## src/rtl/mux_pkg.sv

```systemverilog
// Shared helpers for the processor's datapath muxes:
// default payload width and channel-index width derivation.
package mux_pkg;

    localparam int DEF_WIDTH = 64;

    function automatic int sel_w(input int n);
        return (n > 1) ? $clog2(n) : 1;
    endfunction

endpackage

```

## src/rtl/rr_mux_arb_if.sv

```systemverilog
// Valid/ready bundle for an N-to-1 arbitrated mux:
// N request channels in, one registered beat out.
interface rr_mux_arb_if
    import mux_pkg::*;
#(
    parameter int WIDTH = DEF_WIDTH,
    parameter int N     = 4,
    parameter int SEL_W = sel_w(N)
);

    logic [N-1:0]       in_valid;
    logic [N*WIDTH-1:0] in_data;
    logic [N-1:0]       in_ready;
    logic               out_valid;
    logic [WIDTH-1:0]   out_data;
    logic [SEL_W-1:0]   out_sel;
    logic               out_ready;

    modport slave (
        input  in_valid, in_data, out_ready,
        output in_ready, out_valid, out_data, out_sel
    );

    modport master (
        output in_valid, in_data, out_ready,
        input  in_ready, out_valid, out_data, out_sel
    );

endinterface

```

## src/rtl/rr_mux_arb_arbiter.sv

```systemverilog
// Combinational arbiter: round-robin from ptr, or
// fixed priority from channel 0; grant is one-hot or zero.
module rr_arbiter
    import mux_pkg::*;
#(
    parameter int N     = 4,
    parameter int SEL_W = sel_w(N)
) (
    input  logic [N-1:0]     req,
    input  logic [SEL_W-1:0] ptr,
    input  logic             rr_en,
    output logic [N-1:0]     grant,
    output logic [SEL_W-1:0] grant_idx,
    output logic             any
);

    // Scan channels from the start point, wrapping at N explicitly
    always_comb begin
        int base;
        int j;
        grant     = '0;
        grant_idx = '0;
        any       = 1'b0;
        base      = rr_en ? int'(ptr) : 0;
        j         = 0;
        for (int k = 0; k < N; k++) begin
            j = base + k;
            if (j >= N) j = j - N;
            for (int i = 0; i < N; i++) begin
                if (!any && i == j && req[i]) begin
                    grant[i]  = 1'b1;
                    grant_idx = SEL_W'(i);
                    any       = 1'b1;
                end
            end
        end
    end

endmodule

```

## src/rtl/rr_mux_arb.sv

```systemverilog
// Registered N-to-1 mux with internal arbitration;
// holds one output beat and the round-robin pointer.
module rr_mux_arb
    import mux_pkg::*;
#(
    parameter int WIDTH = DEF_WIDTH,
    parameter int N     = 4,
    parameter int SEL_W = sel_w(N)
) (
    input logic         clk,
    input logic         reset_n,
    input logic         rr_en,
    rr_mux_arb_if.slave bus
);

    logic [N-1:0]     grant;
    logic [SEL_W-1:0] grant_idx;
    logic             any;
    logic             load;
    logic [WIDTH-1:0] data_sel;

    logic             out_valid_q, out_valid_d;
    logic [WIDTH-1:0] out_data_q, out_data_d;
    logic [SEL_W-1:0] out_sel_q, out_sel_d;
    logic [SEL_W-1:0] ptr_q, ptr_d;

    rr_arbiter #(.N(N), .SEL_W(SEL_W)) u_arb (
        .req       (bus.in_valid),
        .ptr       (ptr_q),
        .rr_en     (rr_en),
        .grant     (grant),
        .grant_idx (grant_idx),
        .any       (any)
    );

    // Register is free when empty or draining this cycle
    assign load         = ~out_valid_q | bus.out_ready;
    assign bus.in_ready = grant & {N{load}};

    assign bus.out_valid = out_valid_q;
    assign bus.out_data  = out_data_q;
    assign bus.out_sel   = out_sel_q;

    // AND-OR data select over the one-hot grant
    always_comb begin
        data_sel = '0;
        for (int i = 0; i < N; i++) begin
            data_sel = data_sel
                     | (bus.in_data[i*WIDTH +: WIDTH]
                     & {WIDTH{grant[i]}});
        end
    end

    // Next state: load a granted beat, or empty on an idle load
    always_comb begin
        out_valid_d = out_valid_q;
        out_data_d  = out_data_q;
        out_sel_d   = out_sel_q;
        ptr_d       = ptr_q;
        if (load) begin
            out_valid_d = any;
            if (any) begin
                out_data_d = data_sel;
                out_sel_d  = grant_idx;
                if (rr_en) begin
                    if (grant_idx == SEL_W'(N - 1))
                        ptr_d = '0;
                    else
                        ptr_d = grant_idx + SEL_W'(1);
                end
            end
        end
    end

    // Output holding register and round-robin pointer
    always_ff @(posedge clk or negedge reset_n) begin
        if (!reset_n) begin
            out_valid_q <= 1'b0;
            out_data_q  <= '0;
            out_sel_q   <= '0;
            ptr_q       <= '0;
        end else begin
            out_valid_q <= out_valid_d;
            out_data_q  <= out_data_d;
            out_sel_q   <= out_sel_d;
            ptr_q       <= ptr_d;
        end
    end

endmodule

```

## src/flat_wrapper.sv

```systemverilog
// flat-port wrapper written by rule: the top's interface ports become plain ports
module rr_mux_arb_flat import mux_pkg::*;
#(
    parameter int WIDTH = DEF_WIDTH,
    parameter int N     = 4,
    parameter int SEL_W = sel_w(N)
)
  (clk, reset_n, rr_en, bus_in_valid, bus_in_data, bus_out_ready, bus_in_ready, bus_out_valid, bus_out_data, bus_out_sel);
  rr_mux_arb_if #(.WIDTH(WIDTH), .N(N), .SEL_W(SEL_W)) bus_i ();
  input logic clk;
  input logic reset_n;
  input logic rr_en;
  input wire logic [$bits(bus_i.in_valid)-1:0] bus_in_valid;
  input wire logic [$bits(bus_i.in_data)-1:0] bus_in_data;
  input wire logic [$bits(bus_i.out_ready)-1:0] bus_out_ready;
  output wire logic [$bits(bus_i.in_ready)-1:0] bus_in_ready;
  output wire logic [$bits(bus_i.out_valid)-1:0] bus_out_valid;
  output wire logic [$bits(bus_i.out_data)-1:0] bus_out_data;
  output wire logic [$bits(bus_i.out_sel)-1:0] bus_out_sel;
  assign bus_i.in_valid = bus_in_valid;
  assign bus_i.in_data = bus_in_data;
  assign bus_i.out_ready = bus_out_ready;
  assign bus_in_ready = bus_i.in_ready;
  assign bus_out_valid = bus_i.out_valid;
  assign bus_out_data = bus_i.out_data;
  assign bus_out_sel = bus_i.out_sel;
  rr_mux_arb #(.WIDTH(WIDTH), .N(N), .SEL_W(SEL_W)) u_core (.clk(clk), .reset_n(reset_n), .rr_en(rr_en), .bus(bus_i));
endmodule
```

## config.mk

```make
export PLATFORM = sky130hd
export DESIGN_NAME = rr_mux_arb_flat
export DESIGN_NICKNAME = d
export VERILOG_FILES = /design/src/rtl/mux_pkg.sv /design/src/rtl/rr_mux_arb_if.sv /design/src/rtl/rr_mux_arb_arbiter.sv /design/src/rtl/rr_mux_arb.sv /design/src/flat_wrapper.sv
export SDC_FILE = /design/constraint.sdc
export NUM_CORES = 1
export LEC_CHECK = 0
export CAP_MARGIN = 20
export CORE_ASPECT_RATIO = 1.4
export CORE_UTILIZATION = 25
export CTS_BUF_LIST = sky130_fd_sc_hd__clkbuf_16
export DETAILED_ROUTE_END_ITERATION = 10
export HOLD_SLACK_MARGIN = 0.08
export PLACE_DENSITY_LB_ADDON = 0.25
export SYNTH_ARGS = -nofsm -noshare
export SYNTH_HDL_FRONTEND = slang
export SYNTH_HIERARCHICAL = 1
export SYNTH_SLANG_ARGS = --single-unit
```

## constraint.sdc

```tcl
create_clock -name clk -period 4.3 [get_ports clk]
set_input_delay 0.43 -clock clk [delete_from_list [all_inputs] [get_ports clk]]
set_output_delay 0.43 -clock clk [all_outputs]
set_load 0.005 [all_outputs]
```

==> Yosys cells after proc, flatten, opt, wreduce, memory -nomap -nowiden <==
Cells that the tools add are included.
{ "totals": {"output_inout_bits": 71, "regBits": 69, "wordCells": 143, "in_bits": 264} }
{ "classes": {"magnitude_cmp": 4, "n_addsub": 8, "n_mux": 52, "n_reduce_logical": 52, "n_eq_ne": 13, "bitwise_logic": 10} }
{ "ops": {"columns": ["op", "count"], "rows": [
  ["bitwise AND 64 bit", 4],
  ["== test 3 x 32 -> 1 bit, first input constant", 8],
  ["OR 64 bit", 3],
  ["== test 2 x 32 -> 1 bit, first input constant", 4],
  [">= comparator 32 x 4 -> 1 bit, second input constant", 4],
  ["zero test 32 bit", 4],
  ["two-way mux 32 bit", 4],
  ["subtractor 32 x 4 -> 32 bit, second input constant", 4],
  ["adder 32 x 3 -> 32 bit, second input constant", 2],
  ["adder 32 x 2 -> 32 bit, second input constant", 1],
  ["two-way mux 1 bit", 32],
  ["two-way mux 2 bit", 16],
  ["logical AND 1 bit", 31],
  ["zero test 1 bit", 15],
  ["bitwise AND 4 bit", 1],
  ["AND reduction 3 bit", 1],
  ["adder 2 x 1 -> 2 bit, second input constant", 1],
  ["== test 2 bit, second input constant", 1],
  ["AND reduction 2 bit", 1],
  ["inverter 1 bit", 1],
  ["OR 1 bit", 1]
]} }

==> Logic depth before layout (Yosys ltp) <==
Gate-level depths: netlist of run 1.
{ "logic_depth": {"depth_word": 68, "depth_mapped": 10, "mapped_depth_nobuf": 8} }

==> Cells and area by module <==
The synthesis of run 1 kept the hierarchy.
{ "modules_own_cells": {"columns": ["mod", "seq_area_each_um2", "cells_per_inst", "instances", "area_per_inst_um2"], "rows": [
  ["rr_mux_arb", 1726.7, 389, 1, 3849.9],
  ["rr_arbiter", 0.0, 58, 1, 371.6]
]} }

==> Worst setup path after synthesis of run 1 <==
Ideal clock, no wire load.
{ "synth_timing": {"path_kind": "input -> output", "from": "in bus_in_valid[3]", "to": "out bus_in_ready[1]", "arrival_time_ns": 2.160, "cell_stages": 9, "path_slack_ns": 1.710, "path_cell_list": "clkbuf_1 > nor2_1 > o21ai_2 > a221oi_4 > o211ai_4 > o41ai_2 > buf_2 > clkbuf_1 > and2_1"} }
{ "synth_between": {"elab_chain_len": 43, "elab_cells_between_ends": 45, "cone_classes": "13 x mux; 1 x bitwise; 31 x reduce/logical"} }
{ "synth_rtl": {"columns": ["element", "line_no", "text"], "rows": [
  ["from (decl)", "flat_wrapper.sv:13", "input wire logic [$bits(bus_i.in_valid)-1:0] bus_in_valid;"],
  ["logical AND 1 bit", "rr_mux_arb_arbiter.sv:30", "if (!any && i == j && req[i]) begin"],
  ["two-way mux 1 bit", "rr_mux_arb_arbiter.sv:30", null],
  ["zero test 1 bit", "rr_mux_arb_arbiter.sv:30", null],
  ["logical AND 1 bit (2 in series)", "rr_mux_arb_arbiter.sv:30", null],
  ["two-way mux 1 bit", "rr_mux_arb_arbiter.sv:30", null],
  ["zero test 1 bit", "rr_mux_arb_arbiter.sv:30", null],
  ["logical AND 1 bit (2 in series)", "rr_mux_arb_arbiter.sv:30", null],
  ["two-way mux 1 bit", "rr_mux_arb_arbiter.sv:30", null],
  ["[... 24 more ...]", null, null],
  ["zero test 1 bit", "rr_mux_arb_arbiter.sv:30", null],
  ["logical AND 1 bit (2 in series)", "rr_mux_arb_arbiter.sv:30", null],
  ["two-way mux 1 bit", "rr_mux_arb_arbiter.sv:30", null],
  ["zero test 1 bit", "rr_mux_arb_arbiter.sv:30", null],
  ["logical AND 1 bit (2 in series)", "rr_mux_arb_arbiter.sv:30", null],
  ["two-way mux 1 bit (*)", "rr_mux_arb_arbiter.sv:30", null],
  ["named net u_core.grant[1]", "rr_mux_arb.sv:16", "logic [N-1:0] grant;"],
  ["bitwise AND 4 bit (*)", "rr_mux_arb.sv:38", "assign bus.in_ready = grant & {N{load}};"],
  ["to (decl)", "flat_wrapper.sv:16", "output wire logic [$bits(bus_i.in_ready)-1:0] bus_in_ready;"]
]} }
The timed path passes the listed nets; every way through them passes the cells marked *.

==> Final worst setup path of run 1 <==
{ "layout_timing": {"from": "in rr_en", "to": "out bus_in_ready[1]"} }
{ "layout_between": {"elab_chain_len": 59, "elab_cells_between_ends": 88, "cone_classes": "7 x add/sub; 4 x order compare; 10 x eq/ne; 22 x mux; 1 x bitwise; 44 x reduce/logical"} }
{ "layout_rtl": {"columns": ["element", "line_no", "text"], "rows": [
  ["from (decl)", "flat_wrapper.sv:12", "input logic rr_en;"],
  ["two-way mux 2 bit (*)", "rr_mux_arb_arbiter.sv:24", "base = rr_en ? int'(ptr) : 0;"],
  ["subtractor 32 x 4 -> 32 bit or >= comparator 32 x 4 -> 1 bit (tied branches)", "rr_mux_arb_arbiter.sv:28", "if (j >= N) j = j - N;"],
  ["two-way mux 32 bit", "rr_mux_arb_arbiter.sv:28", null],
  ["zero test 32 bit", "rr_mux_arb_arbiter.sv:30", null],
  ["logical AND 1 bit", "rr_mux_arb_arbiter.sv:30", null],
  ["two-way mux 1 bit", "rr_mux_arb_arbiter.sv:30", null],
  ["zero test 1 bit", "rr_mux_arb_arbiter.sv:30", null],
  ["logical AND 1 bit (2 in series)", "rr_mux_arb_arbiter.sv:30", null],
  ["[... 41 more ...]", null, null],
  ["zero test 1 bit", "rr_mux_arb_arbiter.sv:30", null],
  ["logical AND 1 bit (2 in series)", "rr_mux_arb_arbiter.sv:30", null],
  ["two-way mux 1 bit", "rr_mux_arb_arbiter.sv:30", null],
  ["zero test 1 bit", "rr_mux_arb_arbiter.sv:30", null],
  ["logical AND 1 bit (2 in series)", "rr_mux_arb_arbiter.sv:30", null],
  ["two-way mux 1 bit (*)", "rr_mux_arb_arbiter.sv:30", null],
  ["named net u_core.grant[1]", "rr_mux_arb.sv:16", null],
  ["bitwise AND 4 bit (*)", "rr_mux_arb.sv:38", null]
]} }
Marked as above.

==> metrics.txt, run 1 <==
status=complete, but fails checks; failing checks=design-rule violations; CTS buffer count=9; Synth Area in Compound Gates=46.4%; die width=112 um; Setup Skew=0.00783 ns; Buffers on Ports=334; Reg2Reg Depth=8; Synth Area in XOR/XNOR=0%; Layout area overhead=86.3%; grt total ovfl=0; largest net degree at the start of global routing=72; Adder-Cell Fraction of Synth Area=less than 1%; number of synthesized flops with an enable pin=0; CP endpoint kind=primary output; Worst Max-Slew Pin Slew=0.950 ns; gpl congestion=0.826; CP required=3.87 ns; global-route wire length before repair=28,600 um; die height=156 um; Avg Inst Size Synth=9.44 um^2; num rows=55; worst r2r dst=u_core/bus.out_data[20]; Seq/Total Area, Yosys=40.9%; DP Cell Count=931; Reg-to-Reg Start=u_core/ptr_q[0]; Mapped Area=4220 um^2; non-filler instance count after layout=945; Cells after Synth=447; Hold Path Class=in -> async; met1 GRT Util=22.5%; synthesized flop and latch total=69; vias per cell=between 5 and 6; overall routed net length=19,300 um; core area=16,300 um^2; Final setup viols=0; fraction of registers with async set/reset=100%; initial core utilization=between 20% and 30%; via count=5,206; mux share of post-synthesis cell area=about 1.5%; number of H-tree levels=3; distinct cell type count after synthesis=36; yosys warns=6; DR pass1 iterations=8; # nets final=1,008; Routed Antenna Nets=0; vias in the first global route=5,376; Synth Flop Type=dfrtp_1; Die ar.=17,400 um^2; gr busiest metal=met2; met2 Usage GRT=39.0%; ant diodes=0; Post-route DRC=22; PD cells=between 500 and 600 nW/um^2; Reg2Reg Setup Slack=1.07 ns; Post CTS Setup Buffer Count=0; gr usage total=21.0%; clock insertion delay at the later pin of the skew report=~0.32 ns; hold buffers post-CTS=0; clock sinks=69; Max Slew Vio Count=0; initial antenna violation count=0; RSZ-0062 raised after global routing=no; WL/cell=20.4 um; DRT iter0 DRCs=388; Leak=2.86 nW; largest fanout on the critical path=13; met3 layer usage reported by global route=4.00%; CP Launch Type=primary input; Clock Tree Root=clkbuf_16; max-cap violation count=0; Tmin final=3.49 ns; clk buf depth=2; fillers=1,566; Tcrit/Tclk final=81.3%; layout cell share with drive strength beyond 1=6.03%; Worst EP arrival=3.06 ns; Worst-path clk slew=0.06 ns; synthesized net count=712; FMAX=286 MHz; TritonCTS clock tree=done; setup TNS=0 ns; Hold Vio Cnt, Final=0; CP Class=in -> out; slew margin rel.=a little under two fifths; HPWL Detailed=13,600 um; Worst VDD drop=~0.19 mV; largest family of logic cells by synthesized area=compound AO/OA/AOI/OAI gates; # IOs=335; post-CTS sizing=0; Simple-Gate Fraction of Synth Area=3.65%
-- worst max-delay path by stage --
| stage | start | to | slack [ns] | cells past startpoint |
|---|---|---|---|---|
| finish | rr_en | bus_in_ready[1] | 0.81 | 8 |
| global route | rr_en | bus_in_ready[1] | 0.69 | 8 |
| CTS | rr_en | bus_in_ready[1] | 0.83 | 8 |
| detailed placement | rr_en | u_core/bus.out_data[20] | 0.68 | 9 |
| global placement | rr_en | u_core/bus.out_data[20] | 0.80 | 9 |
| floorplan | bus_in_valid[3] | bus_in_ready[1] | 1.71 | 9 |
-- sequential cells by signal, indices dropped and copies added, names as in the netlist --
signal / count
u_core/ptr_q: 2
u_core/bus.out_sel: 2
u_core/bus.out_data: 64
u_core/bus.out_valid: 1
-- synth_stat cells (2+ instances only) --
cell type	count	area [um^2]
and2_1	5	31.3
o211ai_1	2	15.0
o21ai_1	3	15.0
mux2i_1	2	20.0
clkbuf_1	37	139
buf_1	2	7.51
dfrtp_1	69	1730
a21oi_1	70	350
inv_1	4	15.0
nand2_1	9	33.8
a22oi_1	128	961
nand3_1	4	20.0
buf_6	9	101
o21ai_2	2	17.5
a31oi_2	10	125
buf_2	7	35.0
o22ai_1	2	12.5
mux2_2	4	45.0
nor2_1	5	18.8
and2_4	2	17.5
a31oi_1	56	350
-- critical path, cell delays in order --
cell and delay, ns:
clkdlybuf4s50_1 0.78, and2_4 0.27, o21ai_2 0.08, a221oi_4 0.35, o211ai_4 0.20, o41ai_4 0.26
and2_1 0.18, clkdlybuf4s50_1 0.51
-- placed cells by master, fill, tap and decap left out, types with 4 or more instances in the layout --
cell,count
mux2_2,4
nor2_1,5
a21oi_1,70
dfrtp_1,69
clkdlybuf4s50_1,333
clkbuf_16,9
a31oi_2,10
a22oi_1,128
buf_4,8
and2_1,5
a31oi_1,56
nand2_1,9
inv_1,5
nand3_1,4
-- layout make-up --
type	count	area, um^2	area share [%]
clock inverters	5	21.3	0.270
inverters	4	15.0	0.191
clock buffers	9	225	2.86
repair buffers	341	3390	43.1
flip-flops and latches	69	1730	22.0
multi-input cells	318	2240	28.4
well taps	199	249	3.17
-- cell families after synthesis --
kind of cell,after synthesis
AOI/OAI and AO/OA,282
adders and majority gates,1
and+or+nand+nor,29
buffers and inverters,60
DFF,69
muxes,6
-- metal layers --
metal | wire [um] | part of all wire [%] | vias up
li1 | - | - | 2391
met1 | 6850 | 36 | 2483
met2 | 10300 | 54 | 288
met3 | 1380 | 7.2 | 44
met4 | 709 | 3.7 | 0
met5 | 0 | 0 | -
-- stage by stage --
step / utilization [%] / setup slack, ns / power (mW) / cell area [um^2] / hold slack (ns)
2_1_floorplan: - / 1.71 / 2.14 / 4220 / 0.134
3_3_place_gp: 46.7 / 0.798 / 3.28 / 7620 / 0.492
3_5_place_dp: 46.7 / 0.683 / 3.33 / 7620 / 0.495
4_1_cts: 48.2 / 0.826 / 4.00 / 7870 / 0.270
5_1_grt: 48.2 / 0.688 / 4.22 / 7870 / 0.310
6_report: 48.2 / 0.805 / 3.97 / 7870 / 0.236
-- report_power, final --
| group | internal (mW) | switching, mW | total, mW |
|---|---|---|---|
| combinational | 1.17 | 0.978 | 2.15 |
| sequential | 0.968 | 0.217 | 1.18 |
| clock | 0.376 | 0.268 | 0.644 |
| total | 2.51 | 1.46 | 3.97 |
(Power assumes the default switching activity.)
==> run 2, diff against run 1 <==
clock period = 3.1 ns   (was 4.3 ns; I/O delays follow)
==> run 2 against run 1 <==
  * The flow still finishes with violations (design-rule violations)
  * Sequential share of layout area shrank 0.40 points
  * Clock skew is essentially flat
  * Total power grew 43%
  * Via count grew 0.85%
  * Count of clock-buffer cells in the layout is the same
  * Sequential power grew 37%
  * Routed wire length shrank 0.77%
==> metrics.txt, run 2 (same netlist as run 1, synthesis figures left out) <==
slowest CP cell=clkdlybuf4s50_1; Largest register FFs=64 (unchanged); slew margin rel.=38.5% (+1.8 points); Reg2Reg Depth=8 (unchanged); RSZ-0062 raised after global routing=no; via count=5,250 (+0.85%); slowest cell delay on critical path=0.53 ns (-0.25 ns); DRT iter0 DRCs=302 (-22%); Max Slew Vio Count=0 (unchanged); gr usage total=21.2% (+0.21 points); grt total ovfl=0 (unchanged); Buffers on Ports=334 (unchanged); HPWL Detailed=14,200 um (+4.1%); die height=156 um (unchanged); Clock Tree Root=clkbuf_16; die width=112 um (unchanged); CP endpoint kind=primary output; number of H-tree levels=3 (unchanged); CTS buffer count=9 (unchanged); initial antenna violation count=0 (unchanged); Hold Vio Cnt, Final=0 (unchanged); DP Area=7720 um^2 (+1.3%); status=complete, but fails checks; FMAX=339 MHz; gpl congestion=0.974 (+18%); largest fanout on the critical path=6 (-7); vias per cell=5.48 (-0.52%); commonest non-fill, non-tap cell in the layout=clkdlybuf4s50_1; Post-route DRC=22 (unchanged); overall routed net length=19,100 um (-0.77%); DP Cell Count=941 (+1.1%); PD cells=707 nW/um^2 (+40%); CP required=2.79 ns (-1.08 ns); initial core utilization=25.9% (unchanged); Tcrit/Tclk final=95.3%; Worst Max-Slew Pin Slew=0.923 ns (-0.0272 ns); global-route wire length before repair=29,000 um (+1.3%); Worst VDD drop=0.337 mV (+77%); Die ar.=17,400 um^2 (unchanged); ant diodes=0 (unchanged); Reg-to-Reg Start=u_core/ptr_q[1]; Reg2Reg Setup Slack=0.30 ns (-0.77 ns); core area=16,300 um^2 (unchanged); non-filler instance count after layout=958 (+1.4%); fillers=1,581 (+0.96%); Cell Chain, Critical Path=o21ai_4, o21ai_1, a221oi_4, o211ai_4, o41ai_4, and2_1, clkdlybuf4s50_1; Final setup viols=0 (unchanged); Tmin final=around 3.0 ns; TritonCTS clock tree=done; CP bufs+invs=1 (-1); num rows=55 (unchanged); Worst-path clk slew=0.06 ns (about the same); Hold Path Class=in -> async; CP Launch Type=flip-flop; Worst EP arrival=2.64 ns (-0.42 ns); clock insertion delay at the later pin of the skew report=0.33 ns (about the same); # nets final=1,019 (+1.1%); failing checks=design-rule violations; layout cell share with drive strength beyond 1=8.04% (+2.0 points); largest net degree at the start of global routing=70 (-2.8%); vias in the first global route=5,425 (+0.91%); final instance area=8020 um^2 (+2.0%); # IOs=335 (unchanged); clock sinks=69 (unchanged); DR pass1 iterations=9 (+1); clk buf depth=2 (unchanged); final core occ=49.2% (+0.96 points); CP delay by family, top=compound AO/OA/AOI/OAI gates; WL/cell=20.0 um (-2.1%); Layout area overhead=90.0%; CP Class=reg -> out; Leak=2.95 nW (+3.2%); most frequent cells in the layout=332 x clkdlybuf4s50_1, 128 x a22oi_1, 70 x a21oi_1; worst r2r dst=u_core/bus.out_data[20]; Setup Skew=0.00759 ns (-0.000241 ns); Routed Antenna Nets=0 (unchanged); max-cap violation count=0 (unchanged)
-- run 2: how the worst max path moves through the flow --
stage                          from  cells after the start  slack [ns]                       to
floorplan           u_core/ptr_q[0]                      8        0.65          bus_in_ready[1]
global placement              rr_en                     10      -0.008  u_core/bus.out_data[16]
detailed placement            rr_en                     10       -0.05  u_core/bus.out_data[16]
CTS                           rr_en                      9        0.05          bus_in_ready[1]
global route        u_core/ptr_q[0]                      7       0.002          bus_in_ready[1]
finish              u_core/ptr_q[1]                      7        0.15          bus_in_ready[1]
-- run 2: layout make-up --
class | count | area [um^2] | area share [%]
repair buffers | 352 | 3500 | 43.7
multi-input cells | 318 | 2240 | 28.0
flip-flops and latches | 69 | 1730 | 21.6
well taps | 199 | 249 | 3.10
clock buffers | 9 | 225 | 2.81
clock inverters | 7 | 57.6 | 0.717
inverters | 4 | 15.0 | 0.187
-- run 2: where the power goes --
| part | internal (mW) | switching, mW |
|---|---|---|
| clock network | 0.611 | 0.379 |
| registers | 1.35 | 0.275 |
| logic | 1.67 | 1.39 |
| total | 3.63 | 2.04 |
-- run 2: repair_timing --
| item | in CTS | in global routing |
|---|---|---|
| hold buffers | 0 | 0 |
| pin swaps | 1 | 1 |
| setup buffers | 1 | 0 |
| endpoints found under the setup margin | 1 | 2 |
| gates resized for setup | 1 | 3 |
-- run 2: per-layer routing --
layer  routed length, um  up-vias  track usage [%]
met5                   0        -                0
met4                 813        0             11.1
met3                1410       50             3.77
met2               10000      288             39.2
met1                6890     2503             22.9
li1                    -     2409                -
-- run 2: stage by stage --
step | hold slack [ns] | setup slack [ns] | total power, mW | TNS, ns
global route | 0.184 | 0.00198 | 6.05 | 0
detailed placement | 0.498 | -0.0487 | 4.67 | -0.185
finish | 0.120 | 0.147 | 5.67 | 0
global placement | 0.491 | -0.00849 | 4.61 | -0.0145
floorplan | 0.0144 | 0.649 | 2.97 | 0
CTS | 0.148 | 0.0525 | 5.70 | 0
